==> config.mk <==
export PLATFORM = sky130hd
export DESIGN_NAME = l_writer
export DESIGN_NICKNAME = d
export VERILOG_FILES = /design/src/rtl/letter_pkg.sv /design/src/rtl/letter_glyph_rom.sv /design/src/rtl/l_writer.sv
export SDC_FILE = /design/constraint.sdc
export NUM_CORES = 1
export LEC_CHECK = 0
export BUFFER_PORTS_ARGS = -buffer_cell sky130_fd_sc_hd__buf_2
export CORE_MARGIN = 2
export CORE_UTILIZATION = 55
export CTS_CLUSTER_DIAMETER = 60
export DETAILED_ROUTE_END_ITERATION = 6
export PLACE_DENSITY = 0.76
export SLEW_MARGIN = 10
export SYNTH_ARGS = -nofsm -noshare
export SYNTH_HDL_FRONTEND = slang
export SYNTH_HIERARCHICAL = 1
export SYNTH_SLANG_ARGS = --single-unit
==> constraint.sdc <==
create_clock -name clk -period 2.89 [get_ports clk]
set_input_delay 0.1445 -clock clk [delete_from_list [all_inputs] [get_ports clk]]
set_output_delay 0.1445 -clock clk [all_outputs]
set_load 0.005 [all_outputs]
==> src/rtl/letter_pkg.sv <==
// Shared definitions for the 3-bit column letter protocol: letter codes, glyph column tables,
// glyph lengths and the writer state encoding.
package letter_pkg;

  localparam int unsigned ColW     = 3;
  localparam int unsigned MaxGlyph = 4;

  typedef logic [ColW-1:0]          col_t;
  typedef logic [MaxGlyph*ColW-1:0] glyph_t;

  typedef enum logic [1:0] {
    LTR_L = 2'b00,
    LTR_I = 2'b01,
    LTR_T = 2'b10,
    LTR_U = 2'b11
  } letter_e;

  typedef enum logic [1:0] {
    IDLE = 2'b00,
    SEND = 2'b01,
    GAP  = 2'b10
  } state_e;

  // Column 0 sits in the least significant bits; unused trailing columns are 000.
  localparam glyph_t GlyphL = {3'b000, 3'b000, 3'b001, 3'b111};
  localparam glyph_t GlyphI = {3'b000, 3'b000, 3'b000, 3'b111};
  localparam glyph_t GlyphT = {3'b000, 3'b100, 3'b111, 3'b100};
  localparam glyph_t GlyphU = {3'b000, 3'b111, 3'b001, 3'b111};

  function automatic glyph_t glyph_cols(input letter_e l);
    glyph_t g;
    unique case (l)
      LTR_L:   g = GlyphL;
      LTR_I:   g = GlyphI;
      LTR_T:   g = GlyphT;
      default: g = GlyphU;
    endcase
    return g;
  endfunction

  // Length includes the trailing 000 separator column.
  function automatic logic [2:0] glyph_len(input letter_e l);
    logic [2:0] n;
    unique case (l)
      LTR_L:   n = 3'd3;
      LTR_I:   n = 3'd2;
      LTR_T:   n = 3'd4;
      default: n = 3'd4;
    endcase
    return n;
  endfunction

endpackage

==> src/rtl/letter_glyph_rom.sv <==
// Combinational glyph lookup: (letter, column index) -> column bits and separator flag.
module letter_glyph_rom
  import letter_pkg::*;
(
  input  letter_e    letter_i,
  input  logic [1:0] col_i,
  output col_t       column_o,
  output logic       is_last_o
);

  glyph_t     glyph;
  logic [2:0] len;

  always_comb begin
    glyph     = glyph_cols(letter_i);
    len       = glyph_len(letter_i);
    column_o  = glyph[int'(col_i) * ColW +: ColW];
    // Indices past the glyph also report last so a stray index can never run on.
    is_last_o = ({1'b0, col_i} >= (len - 3'd1));
  end

endmodule

==> src/rtl/l_writer.sv <==
// Serialises letter requests into the 3-bit column stream, one column per clock, with a one-entry
// pending slot so consecutive glyphs can run back-to-back.
module l_writer
  import letter_pkg::*;
#(
  parameter int unsigned GAP_COLS = 0
) (
  input  logic       clk,
  input  logic       restart,
  input  logic       req_valid,
  input  logic [1:0] req_letter,
  output logic       req_ready,
  output logic [2:0] bits,
  output logic       busy,
  output logic       letter_done
);

  localparam logic [2:0] GapLast = (GAP_COLS == 0) ? 3'd0 : 3'(GAP_COLS - 1);

  state_e     state_q, state_d;
  letter_e    letter_q, letter_d;
  logic [1:0] col_q, col_d;
  logic [2:0] gap_q, gap_d;
  logic       pend_full_q, pend_full_d;
  letter_e    pend_letter_q, pend_letter_d;
  col_t       bits_q, bits_d;
  logic       busy_q, busy_d;
  logic       done_q, done_d;
  logic       ready_q, ready_d;

  logic       accept;
  logic       end_of_unit;
  logic       start;
  letter_e    start_letter;
  col_t       rom_col;
  logic       rom_last;

  letter_glyph_rom u_rom (
    .letter_i  (letter_d),
    .col_i     (col_d),
    .column_o  (rom_col),
    .is_last_o (rom_last)
  );

  always_comb begin
    accept        = req_valid & ready_q;
    state_d       = state_q;
    letter_d      = letter_q;
    col_d         = col_q;
    gap_d         = gap_q;
    pend_full_d   = pend_full_q;
    pend_letter_d = pend_letter_q;
    end_of_unit   = 1'b0;
    start         = 1'b0;
    start_letter  = pend_letter_q;

    unique case (state_q)
      IDLE: end_of_unit = 1'b1;
      SEND: begin
        // done_q marks that the separator column is currently on the bus.
        if (!done_q) begin
          col_d = col_q + 2'd1;
        end else if (GAP_COLS > 0) begin
          state_d = GAP;
          gap_d   = 3'd0;
        end else begin
          end_of_unit = 1'b1;
        end
      end
      GAP: begin
        if (gap_q == GapLast) begin
          end_of_unit = 1'b1;
        end else begin
          gap_d = gap_q + 3'd1;
        end
      end
      default: state_d = IDLE;
    endcase

    if (end_of_unit) begin
      if (pend_full_q) begin
        start        = 1'b1;
        start_letter = pend_letter_q;
        pend_full_d  = accept;
      end else if (accept) begin
        start        = 1'b1;
        start_letter = letter_e'(req_letter);
      end else begin
        state_d = IDLE;
      end
    end else if (accept) begin
      pend_full_d = 1'b1;
    end

    if (accept) begin
      pend_letter_d = letter_e'(req_letter);
    end

    if (start) begin
      state_d  = SEND;
      letter_d = start_letter;
      col_d    = 2'd0;
    end

    bits_d  = (state_d == SEND) ? rom_col : '0;
    done_d  = (state_d == SEND) && rom_last;
    busy_d  = (state_d != IDLE);
    ready_d = !pend_full_d;
  end

  always_ff @(posedge clk or negedge restart) begin
    if (!restart) begin
      state_q       <= IDLE;
      letter_q      <= LTR_L;
      col_q         <= 2'd0;
      gap_q         <= 3'd0;
      pend_full_q   <= 1'b0;
      pend_letter_q <= LTR_L;
      bits_q        <= '0;
      busy_q        <= 1'b0;
      done_q        <= 1'b0;
      ready_q       <= 1'b0;
    end else begin
      state_q       <= state_d;
      letter_q      <= letter_d;
      col_q         <= col_d;
      gap_q         <= gap_d;
      pend_full_q   <= pend_full_d;
      pend_letter_q <= pend_letter_d;
      bits_q        <= bits_d;
      busy_q        <= busy_d;
      done_q        <= done_d;
      ready_q       <= ready_d;
    end
  end

  assign req_ready   = ready_q;
  assign bits        = bits_q;
  assign busy        = busy_q;
  assign letter_done = done_q;

endmodule

==> impl_metrics.ini, run 1 <==
[setup_path]
r2r-end = letter_done
startpoint_type = register
critPathArrivalTime_ns = 2.82
crit_path_end_kind = register
reg2reg_slack_ns = 0.25
crit_type = register to register
required_ns = 3.08
r2r_start = gap_q[1]
path_max_fanout = 9
ff2ff_path_depth = 11

[placement]
numPlacedInstances = 108
gp_congestion = 0.819
portBuffers = 10
hpwl_um = 1080

[sta]
slew_violations = 0
post-route-min-period_ns = 2.64
worstMarginPinSlew_ns = 0.440
period_share_pct = 91.2
timing.fmax_mhz = 379
final.setup_skew_ns = 0.00477
slew_headroom_pct = 70.6
timing.setup.tns_ns = 0
setup_violations = 0
rsz0062_at_grt = no
hold_viol = 0

[clocking]
cts-root-buf = clkbuf_4
cts_tree = built
worstSkewPairLatency_ns = 0.29
post-cts-setup-buffer-count = 0
cts.sinks = 18
cts_max_level = 1
numCtsBuffers = 3
cts_buffer_depth = 2
clk_pin_slew_ns = 0.10

[power_and_ir_drop]
ir_drop_mv = 0.779
p_per_area_nw_per_um2 = 1190
cellLeakagePower_nw = 0.507

[min_path]
whs_path_depth = 2
hold_end = pend_letter_q[0]
hold_path_startpoint = req_letter[0]
min_path_type = input pin to register

[synthesis]
yosysTopAreaCellShare_pct = 48.0
synth_area_leaders = dfrtp_1 (48%), ha_1 (5.3%), and2_1 (4.0%)
avgSynthCellArea_sq_um = 11.6
syn_inst = 81
ys_seq_elements = 18
synthesis.nets = 90
ys_warn_count = 6
yosysTopAreaCell = dfrtp_1
syn_area_sq_um = 938
synth.yosys.seq_area_share_pct = 48.0
ys_types = 35

[routing]
wl_per_cell_um = 12.7
firstDrtPassIters = 4
routed_wirelength_um = 1440
remaining_drc_errors = 0
via_per_inst = 5.34
postRouteAntennaNets = 0
drt-initial-drc-count = 12
vias = 603

[floorplan]
die_area_sq_um = 2050
fp.dieH_um = 45.3
core-area_sq_um = 1560
start_util_pct = 60.2
rows = 14
io_pins = 11
die_w_um = 45.3

[cells_and_area]
antenna_cells = 0
nNetsFinal = 107
fin_cells = 113
final_layout_size_suffix_gt1_share_pct = 30.9
syn_to_final_growth_pct = 12.8
fillers = 123

[run]
drv_cap = 0

[grt]
grt_max_degree = 19
grt_usage_pct = 17.8
grt_remaining_overflow = 0
grt_pass1_wl_um = 2510
antenna_found_initial = 0
grt_pass1_vias = 580

[status]
status = completed
## final cells by class
class | instances | area (sq um) | area share (%)
multi-input cells | 56 | 454 | 42.9
flip-flops and latches | 18 | 450 | 42.6
repair buffers | 13 | 75.1 | 7.09
clock buffers | 4 | 36.3 | 3.43
inverters | 6 | 22.5 | 2.13
well taps | 16 | 20.0 | 1.89
## per-stage QoR
step	cell area [sq um]	power (mW)	hold slack (ns)	setup WS, ns	utilization (%)
CTS	1060	1.27	0.0949	0.242	67.9
floorplan	938	0.957	-0.151	0.485	-
detailed placement	1010	1.11	0.0869	0.269	64.9
finish	1060	1.26	0.114	0.254	67.9
global route	1060	1.38	0.0975	0.101	67.9
global placement	1010	1.09	0.0827	0.373	64.9
## flip-flops by register name (all words and copies together) (netlist names)
register and count:
bits 3, busy 1, col_q 2, gap_q 3
letter_done 1, letter_q 2, pend_full_q 1, pend_letter_q 2
req_ready 1, state_q 2
## routing by layer
metal  wire [um]  GRT usage (%)
met5           0              0
met4           8           5.29
met3          64           4.80
met2         707           28.0
met1         658           24.1
## cells in the final DEF, fill, tap and decap left out, types with 3 or more instances in the layout
master    instances
clkbuf_4          3
nand2_1           5
buf_2            10
nand3b_1          3
ha_1              4
dfrtp_1          18
nor2_1            4
and2_1            6
inv_1             4
nand2b_1          3
## repair_timing
action | 4_1_cts | 5_1_grt
endpoints found under the setup margin | 0 | 0
hold buffers | 1 | 0
hold endpoints to repair | 18 | 0
resized for setup | 0 | 0
## synthesized netlist by cell type, drive strengths merged
library cell   n
o21ai          2
nor2b          2
xor2           1
dfrtp         18
and2b          1
a21o           3
nor2           4
and2           6
ha             4
maj3           1
nand2          6
inv            6
xnor2          2
nor3b          1
buf            1
a21oi          1
nand4bb        1
nand3b         3
or3            1
o2bb2ai        1
nand3          2
nand2b         4
or2            1
o22ai          1
nor3           1
o221a          3
a2bb2oi        2
mux2           2
## power breakdown
part / switching (mW) / leakage (nW) / internal (mW)
combinational: 0.332 / 0.265 / 0.378
clock: 0.0707 / 0.0210 / 0.0767
sequential: 0.0536 / 0.221 / 0.346
total: 0.457 / 0.507 / 0.801
## cell families after synthesis
group,after synthesis,synth area share [%]
AOI/OAI and AO/OA,13,13.3
adders and majority gates,5,6.53
DFF,18,48.0
xor gates and xnor gates,3,2.80
and+or+nand+nor,33,23.3
buffers and inverters,7,3.60
muxes,2,2.40
## worst max-delay path by stage
stage,startpoint,end,slack [ns]
floorplan,gap_q[0],letter_done,0.48
global placement,gap_q[1],letter_done,0.37
detailed placement,gap_q[0],letter_done,0.27
CTS,gap_q[0],letter_done,0.24
global route,gap_q[1],letter_done,0.10
finish,gap_q[1],letter_done,0.25
## critical path, stage by stage (launching register included)
cell and delay [ns]:
dfrtp_1 0.41, inv_1 0.08, ha_1 0.21, nand2b_4 0.08
o22ai_4 0.25, a2bb2oi_1 0.13, o221a_1 0.33, or2_2 0.33
ha_1 0.27, nand2b_1 0.15, a21o_1 0.17, and2_1 0.13
(Power assumes the default switching activity.)
==> run 2, diff against run 1 <==
--- a/config.mk
+++ b/config.mk
@@ -6,11 +6,13 @@
 export NUM_CORES = 1
 export LEC_CHECK = 0
 export BUFFER_PORTS_ARGS = -buffer_cell sky130_fd_sc_hd__buf_2
+export CELL_PAD_IN_SITES_DETAIL_PLACEMENT = 1
+export CELL_PAD_IN_SITES_GLOBAL_PLACEMENT = 2
 export CORE_MARGIN = 2
-export CORE_UTILIZATION = 55
+export CORE_UTILIZATION = 37
 export CTS_CLUSTER_DIAMETER = 60
 export DETAILED_ROUTE_END_ITERATION = 6
-export PLACE_DENSITY = 0.76
+export PLACE_DENSITY_LB_ADDON = 0.1
 export SLEW_MARGIN = 10
 export SYNTH_ARGS = -nofsm -noshare
 export SYNTH_HDL_FRONTEND = slang
==> run 2 against run 1 <==
Against the previous run:
- hold slack worse by 0.024 ns
- fmax rose by 5.6%
- clock power grew 7%
- largest power group unchanged
==> impl_metrics.ini, run 2 (same netlist as run 1, synthesis figures left out) <==
[clocking]
cts_buffer_depth = 2
numCtsBuffers = 3
cts.repair.resized = 0
worstSkewPairLatency_ns = 0.30
clk_pin_slew_ns = 0.10
cts_tree = built
cts.sinks = 18
cts-root-buf = clkbuf_4
cts_max_level = 1

[cells_and_area]
nNetsFinal = 107
utilization_pct = 44.2
final_common_cell = dfrtp_1
layout_common_cells = dfrtp_1 (18), buf_2 (10), and2_1 (6), nand2_1 (5)
final_layout_size_suffix_gt1_share_pct = 30.9
syn_to_final_growth_pct = 14.7
final_area_sq_um = 1080
antenna_cells = 0

[placement]
portBuffers = 10
hpwl_um = 1240
gp_congestion = 0.671
placed_cell_area_sq_um = 1030

[setup_path]
crit_slowest_cell = dfrtp_1
crit_path_cell_trace = inv_1, ha_1, nand2b_4, o22ai_4, a2bb2oi_1, o221a_1, or2_2, ha_1, nand2b_1, a21o_1, and2_1
path_max_fanout = 9
critPathArrivalTime_ns = 2.70
ff2ff_path_depth = 11
reg2reg_slack_ns = 0.39
crit_start = gap_q[0]
crit_path_end_kind = register
cpPeakStageDelay_ns = 0.42
path_common_cell = ha_1
crit_type = register to register
r2r-end = letter_done
r2r_start = gap_q[0]
required_ns = 3.09
startpoint_type = register

[sta]
timing.setup.tns_ns = 0
period_share_pct = 86.4
post-route-min-period_ns = 2.50
hold_viol = 0
worstMarginPinSlew_ns = 0.520
slew_violations = 0
slew_headroom_pct = 65.2
final.setup_skew_ns = 0.000946
rsz0062_at_grt = no
timing.fmax_mhz = 401
setup_violations = 0

[grt]
antenna_found_initial = 0
grt_max_degree = 19
grt_pass1_vias = 654
grt_remaining_overflow = 0
grt_pass1_wl_um = 2920
grt_usage_pct = 14.3

[routing]
wl_per_cell_um = 13.2
vias = 620
postRouteAntennaNets = 0
drt-initial-drc-count = 11
routed_wirelength_um = 1670
remaining_drc_errors = 0
via_per_inst = 4.88
firstDrtPassIters = 4

[min_path]
whs_path_depth = 2
hold_end = pend_letter_q[0]
hold_path_startpoint = req_letter[0]
min_path_type = input pin to register

[run]
drv_cap = 0

[floorplan]
start_util_pct = 38.6
die_area_sq_um = 2960
core-area_sq_um = 2430
fp.dieH_um = 54.4
die_w_um = 54.4
io_pins = 11
rows = 18

[power_and_ir_drop]
ir_drop_mv = 0.520
p_per_area_nw_per_um2 = 1170
cellLeakagePower_nw = 0.507

[status]
status = completed
-- run 2: cell counts in the layout (fill, tap and decap cells not counted) --
No cell type changed its count.
-- run 2: worst max-delay path by stage --
stage | end | slack (ns) | cells past startpoint
final | letter_done | 0.39 | 11
after global routing | letter_done | 0.20 | 11
after CTS | letter_done | 0.36 | 11
after detailed placement | letter_done | 0.39 | 11
after global placement | letter_done | 0.40 | 11
after floorplan | letter_done | 0.48 | 11
-- run 2: metrics by stage --
stage | cells | setup WS, ns | hold slack (ns) | total power, mW
2_1_floorplan | 81 | 0.485 | -0.151 | 0.957
3_5_place_dp | 122 | 0.389 | 0.105 | 1.12
4_1_cts | 127 | 0.362 | 0.0727 | 1.29
6_report | 127 | 0.394 | 0.0899 | 1.26
5_1_grt | 127 | 0.199 | 0.0926 | 1.40
3_3_place_gp | 122 | 0.399 | 0.0950 | 1.10
-- run 2: final cells by class --
cell class / instances / area (sq um)
flip-flops and latches: 18 / 450
well taps: 30 / 37.5
multi-input cells: 56 / 454
inverters: 6 / 22.5
fillers: 282 / 1360
clock buffers: 4 / 36.3
repair buffers: 13 / 75.1
-- run 2: what timing repair did --
action,CTS,global route
setup buffers,0,0
hold buffers,1,0
endpoints found under the hold margin,18,0
-- run 2: report_power, final --
part,internal [mW],switching [mW],leakage (nW)
clock,0.0769,0.0807,0.0210
combinational,0.374,0.330,0.265
sequential,0.346,0.0542,0.221
total,0.797,0.464,0.507
-- run 2: worst max-delay path: cells and delay by family, from the launching register on --
family / cells / cell delay (ns)
compound gates: 4 / 0.81
flops: 1 / 0.42
fa+ha+maj: 2 / 0.48
simple gates: 4 / 0.63
buf+inv: 1 / 0.07
-- run 2: layer usage --
metal / routed length (um) / up-vias / track usage, %
met3: 35 / 4 / 0.820
met5: 0 / - / 0
met1: 754 / 298 / 17.1
li1: - / 310 / -
met4: 36 / 0 / 10.0
met2: 848 / 8 / 24.3
